$ cat src/rtl/pe_job_arbiter_if.sv
// Request, response and PE-side signals of the shared-PE job arbiter.
// slave = arbiter side, master = requesters/response sink/PE side.
interface pe_job_arbiter_if #(
  parameter int NUM_REQ    = 4,
  parameter int FILT_SIZE  = 3,
  parameter int PSUM_WIDTH = 16
);
  localparam int ID_W = (NUM_REQ > 1) ? $clog2(NUM_REQ) : 1;

  logic [NUM_REQ-1:0]              req_valid;
  logic [NUM_REQ-1:0]              req_ready;
  logic [NUM_REQ*FILT_SIZE*16-1:0] req_ifmap;
  logic [NUM_REQ*FILT_SIZE*16-1:0] req_filt;
  logic                            resp_valid;
  logic                            resp_ready;
  logic [ID_W-1:0]                 resp_id;
  logic [PSUM_WIDTH-1:0]           resp_psum;
  logic                            resp_err;
  logic                            busy;
  logic                            pe_start;
  logic                            pe_done;
  logic [FILT_SIZE*16-1:0]         pe_ifmap;
  logic [FILT_SIZE*16-1:0]         pe_filt;
  logic [PSUM_WIDTH-1:0]           pe_psum;

  modport slave (
    input  req_valid, req_ifmap, req_filt, resp_ready, pe_done, pe_psum,
    output req_ready, resp_valid, resp_id, resp_psum, resp_err, busy,
           pe_start, pe_ifmap, pe_filt
  );

  modport master (
    output req_valid, req_ifmap, req_filt, resp_ready, pe_done, pe_psum,
    input  req_ready, resp_valid, resp_id, resp_psum, resp_err, busy,
           pe_start, pe_ifmap, pe_filt
  );
endinterface

$ cat src/rtl/pe_job_arbiter.sv
// Round-robin scheduler sharing one dot-product PE among NUM_REQ requesters,
// one job in flight, psum returned with requester id and watchdog error flag.
module pe_job_arbiter #(
  parameter int NUM_REQ    = 4,
  parameter int FILT_SIZE  = 3,
  parameter int PSUM_WIDTH = 16,
  parameter int TIMEOUT    = 64
) (
  input logic              clk,
  input logic              rst,
  pe_job_arbiter_if.slave  bus
);
  localparam int ID_W = (NUM_REQ > 1) ? $clog2(NUM_REQ) : 1;
  localparam int OP_W = FILT_SIZE * 16;
  localparam int WD_W = $clog2(TIMEOUT + 1);
  // Last WAIT_* cycle before expiry: RESP lands exactly TIMEOUT cycles after START.
  localparam logic [WD_W-1:0] WD_LAST = WD_W'(TIMEOUT - 2);

  typedef enum logic [2:0] {IDLE, START, WAIT_CLR, WAIT_DONE, RESP} state_t;

  state_t                state;
  logic [ID_W-1:0]       rr_ptr;
  logic [ID_W-1:0]       job_id;
  logic [ID_W-1:0]       grant_id;
  logic                  grant_vld;
  logic [OP_W-1:0]       sel_ifmap;
  logic [OP_W-1:0]       sel_filt;
  logic [OP_W-1:0]       ifmap_q;
  logic [OP_W-1:0]       filt_q;
  logic [WD_W-1:0]       wd_cnt;
  logic                  pe_start_q;
  logic                  resp_valid_q;
  logic                  resp_err_q;
  logic [PSUM_WIDTH-1:0] resp_psum_q;

  always_comb begin : rr_pick
    logic [ID_W:0] pos;
    grant_vld = 1'b0;
    grant_id  = '0;
    sel_ifmap = '0;
    sel_filt  = '0;
    pos       = '0;
    for (int i = 0; i < NUM_REQ; i++) begin
      pos = {1'b0, rr_ptr} + (ID_W+1)'(i);
      if (pos >= (ID_W+1)'(NUM_REQ)) pos = pos - (ID_W+1)'(NUM_REQ);
      if (!grant_vld && bus.req_valid[pos[ID_W-1:0]]) begin
        grant_vld = 1'b1;
        grant_id  = pos[ID_W-1:0];
      end
    end
    for (int r = 0; r < NUM_REQ; r++) begin
      if (grant_id == ID_W'(r)) begin
        sel_ifmap = bus.req_ifmap[r*OP_W +: OP_W];
        sel_filt  = bus.req_filt[r*OP_W +: OP_W];
      end
    end
  end

  always_ff @(posedge clk) begin
    if (rst) begin
      state        <= IDLE;
      rr_ptr       <= '0;
      job_id       <= '0;
      ifmap_q      <= '0;
      filt_q       <= '0;
      wd_cnt       <= '0;
      pe_start_q   <= 1'b0;
      resp_valid_q <= 1'b0;
      resp_err_q   <= 1'b0;
      resp_psum_q  <= '0;
    end else begin
      case (state)
        IDLE: begin
          if (grant_vld) begin
            ifmap_q    <= sel_ifmap;
            filt_q     <= sel_filt;
            job_id     <= grant_id;
            rr_ptr     <= (grant_id == ID_W'(NUM_REQ - 1)) ? '0 : grant_id + 1'b1;
            pe_start_q <= 1'b1;
            state      <= START;
          end
        end
        START: begin
          pe_start_q <= 1'b0;
          wd_cnt     <= '0;
          state      <= WAIT_CLR;
        end
        WAIT_CLR, WAIT_DONE: begin
          // Done is only honoured after it has been seen low, so a PE still
          // showing the previous job's done cannot complete this one.
          if (state == WAIT_DONE && bus.pe_done) begin
            resp_psum_q  <= bus.pe_psum;
            resp_err_q   <= 1'b0;
            resp_valid_q <= 1'b1;
            state        <= RESP;
          end else if (wd_cnt == WD_LAST) begin
            resp_psum_q  <= '0;
            resp_err_q   <= 1'b1;
            resp_valid_q <= 1'b1;
            state        <= RESP;
          end else begin
            wd_cnt <= wd_cnt + 1'b1;
            if (state == WAIT_CLR && !bus.pe_done) state <= WAIT_DONE;
          end
        end
        RESP: begin
          if (bus.resp_ready) begin
            resp_valid_q <= 1'b0;
            state        <= IDLE;
          end
        end
        default: state <= IDLE;
      endcase
    end
  end

  assign bus.req_ready  = (state == IDLE && grant_vld) ? (NUM_REQ'(1) << grant_id) : '0;
  assign bus.resp_valid = resp_valid_q;
  assign bus.resp_id    = job_id;
  assign bus.resp_psum  = resp_psum_q;
  assign bus.resp_err   = resp_err_q;
  assign bus.busy       = (state != IDLE);
  assign bus.pe_start   = pe_start_q;
  assign bus.pe_ifmap   = ifmap_q;
  assign bus.pe_filt    = filt_q;
endmodule

$ cat src/flat_wrapper.sv
// flat-port wrapper written by rule: the top's interface ports become plain ports
module pe_job_arbiter_flat 
#(
  parameter int NUM_REQ    = 4,
  parameter int FILT_SIZE  = 3,
  parameter int PSUM_WIDTH = 16,
  parameter int TIMEOUT    = 64
)
  (clk, rst, bus_req_valid, bus_req_ifmap, bus_req_filt, bus_resp_ready, bus_pe_done, bus_pe_psum, bus_req_ready, bus_resp_valid, bus_resp_id, bus_resp_psum, bus_resp_err, bus_busy, bus_pe_start, bus_pe_ifmap, bus_pe_filt);
  pe_job_arbiter_if #(.NUM_REQ(NUM_REQ), .FILT_SIZE(FILT_SIZE), .PSUM_WIDTH(PSUM_WIDTH)) bus_i ();
  input logic clk;
  input logic rst;
  input wire logic [$bits(bus_i.req_valid)-1:0] bus_req_valid;
  input wire logic [$bits(bus_i.req_ifmap)-1:0] bus_req_ifmap;
  input wire logic [$bits(bus_i.req_filt)-1:0] bus_req_filt;
  input wire logic [$bits(bus_i.resp_ready)-1:0] bus_resp_ready;
  input wire logic [$bits(bus_i.pe_done)-1:0] bus_pe_done;
  input wire logic [$bits(bus_i.pe_psum)-1:0] bus_pe_psum;
  output wire logic [$bits(bus_i.req_ready)-1:0] bus_req_ready;
  output wire logic [$bits(bus_i.resp_valid)-1:0] bus_resp_valid;
  output wire logic [$bits(bus_i.resp_id)-1:0] bus_resp_id;
  output wire logic [$bits(bus_i.resp_psum)-1:0] bus_resp_psum;
  output wire logic [$bits(bus_i.resp_err)-1:0] bus_resp_err;
  output wire logic [$bits(bus_i.busy)-1:0] bus_busy;
  output wire logic [$bits(bus_i.pe_start)-1:0] bus_pe_start;
  output wire logic [$bits(bus_i.pe_ifmap)-1:0] bus_pe_ifmap;
  output wire logic [$bits(bus_i.pe_filt)-1:0] bus_pe_filt;
  assign bus_i.req_valid = bus_req_valid;
  assign bus_i.req_ifmap = bus_req_ifmap;
  assign bus_i.req_filt = bus_req_filt;
  assign bus_i.resp_ready = bus_resp_ready;
  assign bus_i.pe_done = bus_pe_done;
  assign bus_i.pe_psum = bus_pe_psum;
  assign bus_req_ready = bus_i.req_ready;
  assign bus_resp_valid = bus_i.resp_valid;
  assign bus_resp_id = bus_i.resp_id;
  assign bus_resp_psum = bus_i.resp_psum;
  assign bus_resp_err = bus_i.resp_err;
  assign bus_busy = bus_i.busy;
  assign bus_pe_start = bus_i.pe_start;
  assign bus_pe_ifmap = bus_i.pe_ifmap;
  assign bus_pe_filt = bus_i.pe_filt;
  pe_job_arbiter #(.NUM_REQ(NUM_REQ), .FILT_SIZE(FILT_SIZE), .PSUM_WIDTH(PSUM_WIDTH), .TIMEOUT(TIMEOUT)) u_core (.clk(clk), .rst(rst), .bus(bus_i));
endmodule
$ cat config.mk
export PLATFORM = sky130hd
export DESIGN_NAME = pe_job_arbiter_flat
export DESIGN_NICKNAME = d
export VERILOG_FILES = /design/src/rtl/pe_job_arbiter_if.sv /design/src/rtl/pe_job_arbiter.sv /design/src/flat_wrapper.sv
export SDC_FILE = /design/constraint.sdc
export NUM_CORES = 1
export LEC_CHECK = 0
export CORE_AREA = 8 8 197 199
export DETAILED_ROUTE_END_ITERATION = 10
export DIE_AREA = 0 0 205 207
export SYNTH_ARGS = -nofsm -noshare
export SYNTH_HDL_FRONTEND = slang
export SYNTH_SLANG_ARGS = --single-unit
$ cat constraint.sdc
create_clock -name clk -period 7.34 [get_ports clk]
set_input_delay 1.835 -clock clk [delete_from_list [all_inputs] [get_ports clk]]
set_output_delay 1.835 -clock clk [all_outputs]
set_load 0.005 [all_outputs]
## Word-level counts from Yosys, hierarchy flattened

Index checks and enable logic that the tools add are counted.

- $add $sub $neg: 9
- Magnitude comparators: 8
- Eq/ne operators: 14
- Shift-type cells: 1
- Muxes and demuxes: 48
- Reduce and logical (&&, ||, !) cells: 24

Operators with widths:

| cell | number |
|---|---|
| two-way mux 48 bit | 8 |
| two-way mux 16 bit | 2 |
| two-way mux 2 bit | 9 |
| two-way mux 3 bit | 5 |
| two-way mux 7 bit | 2 |
| case mux 7 bit (2 select lines) | 1 |
| two-way mux 1 bit | 13 |
| less-than comparator 2 x 3 -> 1 bit (second input constant) | 4 |
| case mux 3 bit (4 select lines) | 1 |
| greater-or-equal comparator 3 bit (second input constant) | 3 |
| AND reduction 3 bit | 3 |
| binary-select mux 1 bit (select 2 bit) | 4 |
| nonzero test 2 bit | 4 |
| subtractor 2 x 1 -> 2 bit (second input constant) | 4 |
| adder 7 x 1 -> 7 bit (second input constant) | 1 |
| == test 7 x 6 -> 1 bit (second input constant) | 1 |
| adder 2 x 2 -> 3 bit (second input constant) | 2 |
| == test 3 x 2 -> 1 bit (second input constant) | 2 |
| logical AND 1 bit | 6 |
| inequality test 2 bit (second input constant) | 3 |
| AND reduction 2 bit | 3 |
| == test 2 bit (second input constant) | 2 |
| logical NOT 1 bit | 4 |
| two-way mux 4 bit | 1 |
| 15 further kinds | 16 |

- Bits in registers: 129
- Input port bits: 408
- Word-level logic and storage cells: 114

## Longest topological paths before layout

Gate-level depths: netlist (run 1).

- Depth after elaboration: 19
- Depth in mapped cells: 13
- Gate-level depth less buffers: 9

## Worst setup path after synthesis (run 1)

No wires, ideal clock.

- Kind: input to output
- From: input port bus_req_valid[2]
- To: output port bus_req_ready[1]
- Arrival time: 3.457 ns
- Required time: 5.505 ns
- Slack: 2.048 ns
- Stages on the path: 8
- Cell sequence: mux2i_1 -> nor2_1 -> nor3_1 -> ha_1 -> buf_2 -> clkbuf_1 -> clkbuf_1 -> and2_1

- Longest elaborated chain between the ends: 14

RTL lines:

| what | line | RTL |
|---|---|---|
| from (decl) | flat_wrapper.sv:13 | `input wire logic [$bits(bus_i.req_valid)-1:0] bus_req_valid;` |
| binary-select mux 1 bit (select 2 bit) | pe_job_arbiter.sv:46 | `if (!grant_vld && bus.req_valid[pos[ID_W-1:0]]) begin` |
| two-way mux 1 bit (not written as such) | pe_job_arbiter.sv:46 |  |
| two-way mux 1 bit | pe_job_arbiter.sv:46 |  |
| logical NOT 1 bit | pe_job_arbiter.sv:46 |  |
| logical AND 1 bit | pe_job_arbiter.sv:46 |  |
| two-way mux 1 bit | pe_job_arbiter.sv:46 |  |
| logical NOT 1 bit | pe_job_arbiter.sv:46 |  |
| logical AND 1 bit | pe_job_arbiter.sv:46 |  |
| two-way mux 1 bit | pe_job_arbiter.sv:46 |  |
| logical NOT 1 bit | pe_job_arbiter.sv:46 |  |
| logical AND 1 bit | pe_job_arbiter.sv:46 |  |
| two-way mux 2 bit (*) | pe_job_arbiter.sv:46 |  |
| via u_core.grant_id[0] | pe_job_arbiter.sv:24 | `logic [ID_W-1:0] grant_id;` |
| << shifter 1 x 2 -> 4 bit (*) | pe_job_arbiter.sv:117 | `assign bus.req_ready = (state == IDLE && grant_vld) ? (NUM_REQ'(1) << grant_id) : '0;` |
| two-way mux 4 bit (*) | pe_job_arbiter.sv:117 |  |
| to (decl) | flat_wrapper.sv:19 | `output wire logic [$bits(bus_i.req_ready)-1:0] bus_req_ready;` |

The timed path passes the listed nets; every way through them passes the cells marked *. The select of a mux whose other input is x is not followed.

## Final worst setup path (run 1)

- From: input port bus_req_valid[0]
- To: output port bus_req_ready[1]

- Longest elaborated chain between the ends: 14

RTL lines:

| what | line |
|---|---|
| binary-select mux 1 bit (select 2 bit) | pe_job_arbiter.sv:46 |
| two-way mux 1 bit (not written as such) | pe_job_arbiter.sv:46 |
| two-way mux 1 bit | pe_job_arbiter.sv:46 |
| logical NOT 1 bit | pe_job_arbiter.sv:46 |
| logical AND 1 bit | pe_job_arbiter.sv:46 |
| two-way mux 1 bit | pe_job_arbiter.sv:46 |
| logical NOT 1 bit | pe_job_arbiter.sv:46 |
| logical AND 1 bit | pe_job_arbiter.sv:46 |
| two-way mux 1 bit | pe_job_arbiter.sv:46 |
| logical NOT 1 bit | pe_job_arbiter.sv:46 |
| logical AND 1 bit | pe_job_arbiter.sv:46 |
| two-way mux 2 bit or two-way mux 1 bit (tied branches) | pe_job_arbiter.sv:46 |
| << shifter 1 x 2 -> 4 bit or logical AND 1 bit (tied branches) | pe_job_arbiter.sv:117 |
| two-way mux 4 bit (*) | pe_job_arbiter.sv:117 |

Every way passes the cells marked *; elsewhere a longest branch is shown, timed or not. The select of a mux whose other input is x is not followed.

==> results.sh, run 1 <==
export IMPL_hold_path_depth=2
export IMPL_p_sw_w=0.00110
export IMPL_power_frac_comb_pct=44.1
export IMPL_cts_inserted_buffers=17
export IMPL_io_buffers=529
export IMPL_antenna_found_initial=3
export IMPL_mostFrequentLayoutCell="clkdlybuf4s50_1"
export IMPL_dr_pass1_iters=5
export IMPL_layout_min_cycle_time_ps=5940
export IMPL_via_count=9069
export IMPL_grt_max_degree=193
export IMPL_rrSetupSlack_ps=3990
export IMPL_hpwl_mm=28.9
export IMPL_setup_viol=0
export IMPL_die_h_um=207
export IMPL_syn_cell_area_um2=7240
export IMPL_core_um2=35900
export IMPL_p_int_w=0.00204
export IMPL_slowest_delay_ps=630
export IMPL_htree_levels=4
export IMPL_yosysWarnings=0
export IMPL_die_area_um2=42400
export IMPL_rows=70
export IMPL_syn_avg_cell_area_um2=7.84
export IMPL_crit_chain="clkdlybuf4s50_1, nor4_2, nor4_4, buf_4, and2_1, clkdlybuf4s50_1"
export IMPL_synth_cells=923
export IMPL_synth_edf_count=0
export IMPL_grt_use_total_pct=17.2
export IMPL_fmax_ghz=0.168
export IMPL_maxCapViolations=0
export IMPL_gp_congestion=0.848
export IMPL_cp_common_cell="clkdlybuf4s50_1"
export IMPL_tightest_slew_ps=1170
export IMPL_p_leak_nw=5.11
export IMPL_area_growth_syn_to_layout_pct=85.8
export IMPL_cts_resized=0
export IMPL_wirelength_mm=38.7
export IMPL_syn_nets=1337
export IMPL_clock_path_buffers=2
export IMPL_grt_pass1_vias=9294
export IMPL_clkPwrFrac_pct=27.2
export IMPL_synth_top_area_cell="dfxtp_1"
export IMPL_hold_start="u_core.bus.resp_id[1]$_SDFFE_PP0N_"
export IMPL_worstReg2RegEnd="u_core.bus.pe_ifmap[39]$_SDFFE_PP0N_"
export IMPL_synth_cell_types=40
export IMPL_cp_max_fo=55
export IMPL_r2r_start="u_core.rr_ptr[1]$_SDFFE_PP0N_"
export IMPL_seq_area_frac_synth_pct=35.7
export IMPL_rr_worst_depth=10
export IMPL_drv_slew=0
export IMPL_cts_hold_fix_buffers=0
export IMPL_fin_nets=1792
export IMPL_period_share_pct=80.9
export IMPL_ys_ff_latch=129
export IMPL_path_class="input pin to primary output"
export IMPL_crit_path_end_kind="primary output"
export IMPL_clockRootBuffer="clkbuf_16"
export IMPL_power_density_nw_per_um2=233
export IMPL_ios=530
export IMPL_clock_sinks=129
export IMPL_vdd_drop_max_mv=0.232
export IMPL_fillCellCount=3669
export IMPL_swShare_pct=35.0
export IMPL_ys_top_cells_by_area="dfxtp_1 (36%), a221o_1 (13%), a221oi_1 (12%)"
export IMPL_grt_setup_unrepaired="false"
export IMPL_hp_class="flip-flop to flip-flop"
export IMPL_seq_power_share_pct=28.7
export IMPL_hold_viol=0
export IMPL_drtIter0Drc=558
export IMPL_timing_critical_path_slowest_stage_cell="nor4_2"
export IMPL_grt_pass1_wl_mm=57.0
export IMPL_final_cell_mix="clkdlybuf4s50_1 (528), dfxtp_1 (129), a21oi_1 (110)"
export IMPL_post_route_util_pct=37.5
export IMPL_cp_start_kind="input pin"
export IMPL_synth_flop_cell="dfxtp_1"
export IMPL_drc=0
export IMPL_yosys_area_top_type_share_pct=35.7
export IMPL_status="finished, final reports clean"
export IMPL_drive_gt1_share_pct=4.17
export IMPL_fin_skew_ps=8.91
export IMPL_initial_core_util_pct=20.2
export IMPL_postCtsSetupBuffers=0
export IMPL_routedWlPerCell_um=20.8
export IMPL_grt_ovfl_total=0
export IMPL_cts_clk_slew_worst_paths_ps=60
export IMPL_critical_path_arrival_ps=4110
export IMPL_cts_tree="yes"
export IMPL_min_to="u_core.bus.resp_id[1]$_SDFFE_PP0N_"
export IMPL_die_width_um=205
export IMPL_setup_tns_ps=0
export IMPL_ant_nets=0
export IMPL_viasPerCell=4.88
export IMPL_synthArstFlopShare_pct=0
export IMPL_cp_required_ps=5510
export IMPL_maxSlewHeadroom_pct=21.6
export IMPL_insertion_delay_ps=420
export IMPL_total_power_w=0.00314
[how the worst max path moves through the flow]
stage | start | to | slack (ps)
after global placement | bus_req_valid[0] | bus_req_ready[3] | 1400
after global routing | bus_req_valid[0] | bus_req_ready[3] | 1280
final | bus_req_valid[0] | bus_req_ready[1] | 1400
after floorplan | bus_req_valid[2] | bus_req_ready[1] | 2050
after detailed placement | bus_req_valid[0] | bus_req_ready[3] | 1370
after CTS | bus_req_valid[0] | bus_req_ready[3] | 1360
[cell usage after synthesis (2+ instances only)]
cell	n
o21ai_0	6
clkbuf_1	82
a221oi_1	96
nand3_1	3
nand2_1	10
or3_1	5
nand2b_1	2
inv_1	102
o31ai_1	5
o211ai_1	2
buf_2	18
a221o_1	95
a21oi_1	110
nor4_2	2
ha_1	6
and3_1	2
nor3_1	100
buf_1	4
dfxtp_1	129
a31o_2	3
or4_1	2
a22o_1	16
and2_1	4
nor2_1	103
[state kept, by name, indices dropped and copies added, names as in the netlist, 2 cells and up]
name / count
u_core.wd_cnt: 7
u_core.bus.resp_id: 2
u_core.bus.pe_ifmap: 48
u_core.bus.resp_psum: 16
u_core.bus.pe_filt: 48
u_core.rr_ptr: 2
u_core.state: 3
[worst max-delay path, delay by kind of cell]
kind	cells	cell delay, ps
buf+inv	3	1280
simple gates	3	970
[power groups by stage]
stage                     sequential, W  clock (W)  combinational [W]
after floorplan                0.000905          0           0.000690
after global placement         0.000907          0            0.00138
after detailed placement       0.000911          0            0.00139
after CTS                      0.000899   0.000889            0.00139
after global routing           0.000913   0.000914            0.00150
final                          0.000898   0.000854            0.00138
[logic make-up (layout without fill, tap and decap cells)]
group	Yosys count	in the layout	synth area share [%]
muxes	1	1	0.138
buffers and inverters	207	675	11.1
and+or+nand+nor	239	239	15.3
AOI/OAI and AO/OA	340	340	36.6
xor gates and xnor gates	1	1	0.121
other	0	1	0
DFF	129	129	35.7
adders and majority gates	6	6	1.04
[routing by layer]
metal,vias to the layer above,part of all wire (%),GRT usage (%)
met3,48,7.9,5.57
met2,360,48,28.9
met5,-,0.049,0
met4,4,2.5,6.14
li1,4390,-,-
met1,4267,41,20.1
[through the flow]
stage / hold WS, ps / std cells / worst slack (ps) / instance area (um^2)
after floorplan: 452 / 923 / 2050 / 7240
after global placement: 449 / 1827 / 1400 / 12900
after detailed placement: 455 / 1827 / 1370 / 12900
after CTS: 464 / 1859 / 1360 / 13500
after global routing: 490 / 1860 / 1280 / 13500
final: 462 / 1860 / 1400 / 13500
[cell type report]
type                       count  area (um^2)  share of cell area, %
timing repair buffer         541         5410                   40.2
multi-input combinational    587         3910                   29.1
sequential                   129         2580                   19.2
tap                          468          586                   4.35
clock buffer                  19          453                   3.37
inverter                     102          383                   2.85
clock inverter                13          128                  0.949
antenna                        1         2.50                 0.0186
Power figures use the tool's default switching activity.
==> run 2, diff against run 1 <==
--- a/config.mk
+++ b/config.mk
@@ -5,9 +5,9 @@
 export SDC_FILE = /design/constraint.sdc
 export NUM_CORES = 1
 export LEC_CHECK = 0
-export CORE_AREA = 8 8 197 199
+export CORE_AREA = 8 8 200 202
 export DETAILED_ROUTE_END_ITERATION = 10
-export DIE_AREA = 0 0 205 207
+export DIE_AREA = 0 0 208 210
 export SYNTH_ARGS = -nofsm -noshare
 export SYNTH_HDL_FRONTEND = slang
 export SYNTH_SLANG_ARGS = --single-unit
==> constraint.sdc (replaced) <==
create_clock -name clk -period 4.8 [get_ports clk]
set_input_delay 1.2 -clock clk [delete_from_list [all_inputs] [get_ports clk]]
set_output_delay 1.2 -clock clk [all_outputs]
set_load 0.005 [all_outputs]
==> results.sh, run 2 (synthesized netlist as in run 1, its figures left out) <==
export IMPL_worstReg2RegEnd="u_core.bus.pe_ifmap[19]$_SDFFE_PP0N_"
export IMPL_drv_slew=0
export IMPL_routedWlPerCell_um=21.1
export IMPL_crit_path_end_kind="primary output"
export IMPL_drc=0
export IMPL_cts_tree="yes"
export IMPL_viasPerCell=4.88
export IMPL_maxCapViolations=0
export IMPL_hold_viol=0
export IMPL_die_width_um=208
export IMPL_period_share_pct=93.1
export IMPL_grt_setup_unrepaired="false"
export IMPL_drtIter0Drc=584
export IMPL_dr_pass1_iters=5
export IMPL_grt_pass1_vias=9199
export IMPL_crit_chain="clkdlybuf4s50_1, a21oi_1, o21a_1, o22ai_1, buf_4, ha_1, and2_1, clkdlybuf4s50_1"
export IMPL_maxSlewHeadroom_pct=21.7
export IMPL_power_density_nw_per_um2=362
export IMPL_ant_nets=0
export IMPL_min_to="u_core.bus.resp_id[1]$_SDFFE_PP0N_"
export IMPL_critical_path_arrival_ps=3270
export IMPL_layout_min_cycle_time_ps=4470
export IMPL_rows=71
export IMPL_clock_sinks=129
export IMPL_hold_start="u_core.bus.resp_id[1]$_SDFFE_PP0N_"
export IMPL_drive_gt1_share_pct=4.38
export IMPL_antenna_found_initial=2
export IMPL_timing_critical_path_slowest_stage_cell="clkdlybuf4s50_1"
export IMPL_core_um2=37000
export IMPL_hold_path_depth=2
export IMPL_grt_pass1_wl_mm=57.4
export IMPL_cts_hold_fix_buffers=0
export IMPL_grt_max_degree=194
export IMPL_fin_skew_ps=7.18
export IMPL_area_growth_syn_to_layout_pct=87.2
export IMPL_path_class="input pin to primary output"
export IMPL_r2r_start="u_core.rr_ptr[1]$_SDFFE_PP0N_"
export IMPL_hp_class="flip-flop to flip-flop"
export IMPL_insertion_delay_ps=430
export IMPL_setup_tns_ps=0
export IMPL_grt_use_total_pct=16.9
export IMPL_clockRootBuffer="clkbuf_16"
export IMPL_status="finished, final reports clean"
export IMPL_tightest_slew_ps=1170
export IMPL_io_buffers=529
export IMPL_fin_nets=1795
export IMPL_fmax_ghz=0.224
export IMPL_cp_start_kind="input pin"
export IMPL_rrSetupSlack_ps=1590
export IMPL_cts_resized=0
export IMPL_gp_congestion=0.836
export IMPL_ios=530
export IMPL_cp_max_fo=5
export IMPL_slowest_delay_ps=570
export IMPL_rr_worst_depth=10
export IMPL_via_count=9132
export IMPL_initial_core_util_pct=19.6
export IMPL_die_h_um=210
export IMPL_final_cell_mix="clkdlybuf4s50_1 (528), dfxtp_1 (129), a21oi_1 (110)"
export IMPL_hpwl_mm=29.2
export IMPL_die_area_um2=43700
export IMPL_post_route_util_pct=36.7
export IMPL_cp_required_ps=3600
export IMPL_htree_levels=4
export IMPL_vdd_drop_max_mv=0.192
export IMPL_postCtsSetupBuffers=0
export IMPL_grt_ovfl_total=0
export IMPL_clock_path_buffers=2
export IMPL_p_leak_nw=5.15
export IMPL_setup_viol=0
export IMPL_cts_clk_slew_worst_paths_ps=60
export IMPL_mostFrequentLayoutCell="clkdlybuf4s50_1"
export IMPL_cts_inserted_buffers=17
export IMPL_cp_common_cell="clkdlybuf4s50_1"
export IMPL_wirelength_mm=39.5
==> run 2: worst max path at each step <==
stage                     startpoint          endpoint
global placement    bus_req_valid[0]  bus_req_ready[0]
CTS                 bus_req_valid[0]  bus_req_ready[2]
global route        bus_req_valid[0]  bus_req_ready[0]
detailed placement  bus_req_valid[0]  bus_req_ready[2]
finish              bus_req_valid[0]  bus_req_ready[0]
floorplan           bus_req_valid[2]  bus_req_ready[1]
==> run 2: routing by layer <==
layer | share of wire (%) | track usage [%]
met5 | 0 | 0
met4 | 2.9 | 6.71
met3 | 6.7 | 4.44
met2 | 49 | 28.5
met1 | 42 | 20.5
==> run 2: through the flow <==
| stage | hold WS [ps] | cells | power (W) | cell area, um^2 | setup slack, ps |
|---|---|---|---|---|---|
| floorplan | 452 | 923 | 0.00244 | 7240 | 778 |
| global placement | 445 | 1836 | 0.00353 | 12900 | 333 |
| detailed placement | 452 | 1836 | 0.00354 | 12900 | 322 |
| CTS | 461 | 1868 | 0.00497 | 13500 | 314 |
| global route | 495 | 1870 | 0.00520 | 13600 | 225 |
| finish | 454 | 1870 | 0.00490 | 13600 | 331 |
==> run 2: area by class of cell <==
type / count / area [um^2]
fill: 3778 / 23400
timing repair buffer: 544 / 5470
multi-input combinational: 587 / 3910
sequential: 129 / 2580
tap: 474 / 593
clock buffer: 17 / 425
inverter: 102 / 383
clock inverter: 15 / 185
antenna: 2 / 5.00
==> run 2: report_power, final <==
part | switching (W) | leakage [nW] | internal, W | total, W
clock network | 0.000567 | 0.294 | 0.000824 | 0.00139
registers | 0.000116 | 1.06 | 0.00126 | 0.00137
logic | 0.00101 | 3.79 | 0.00113 | 0.00214
==> run 2: worst max-delay path: cells and delay by family <==
family / cells / cell delay, ps
buffers and inverters: 3 / 1250
AO/OA/AOI/OAI: 3 / 510
adder cells (fa/ha/maj): 1 / 180
AND/OR/NAND/NOR: 1 / 130
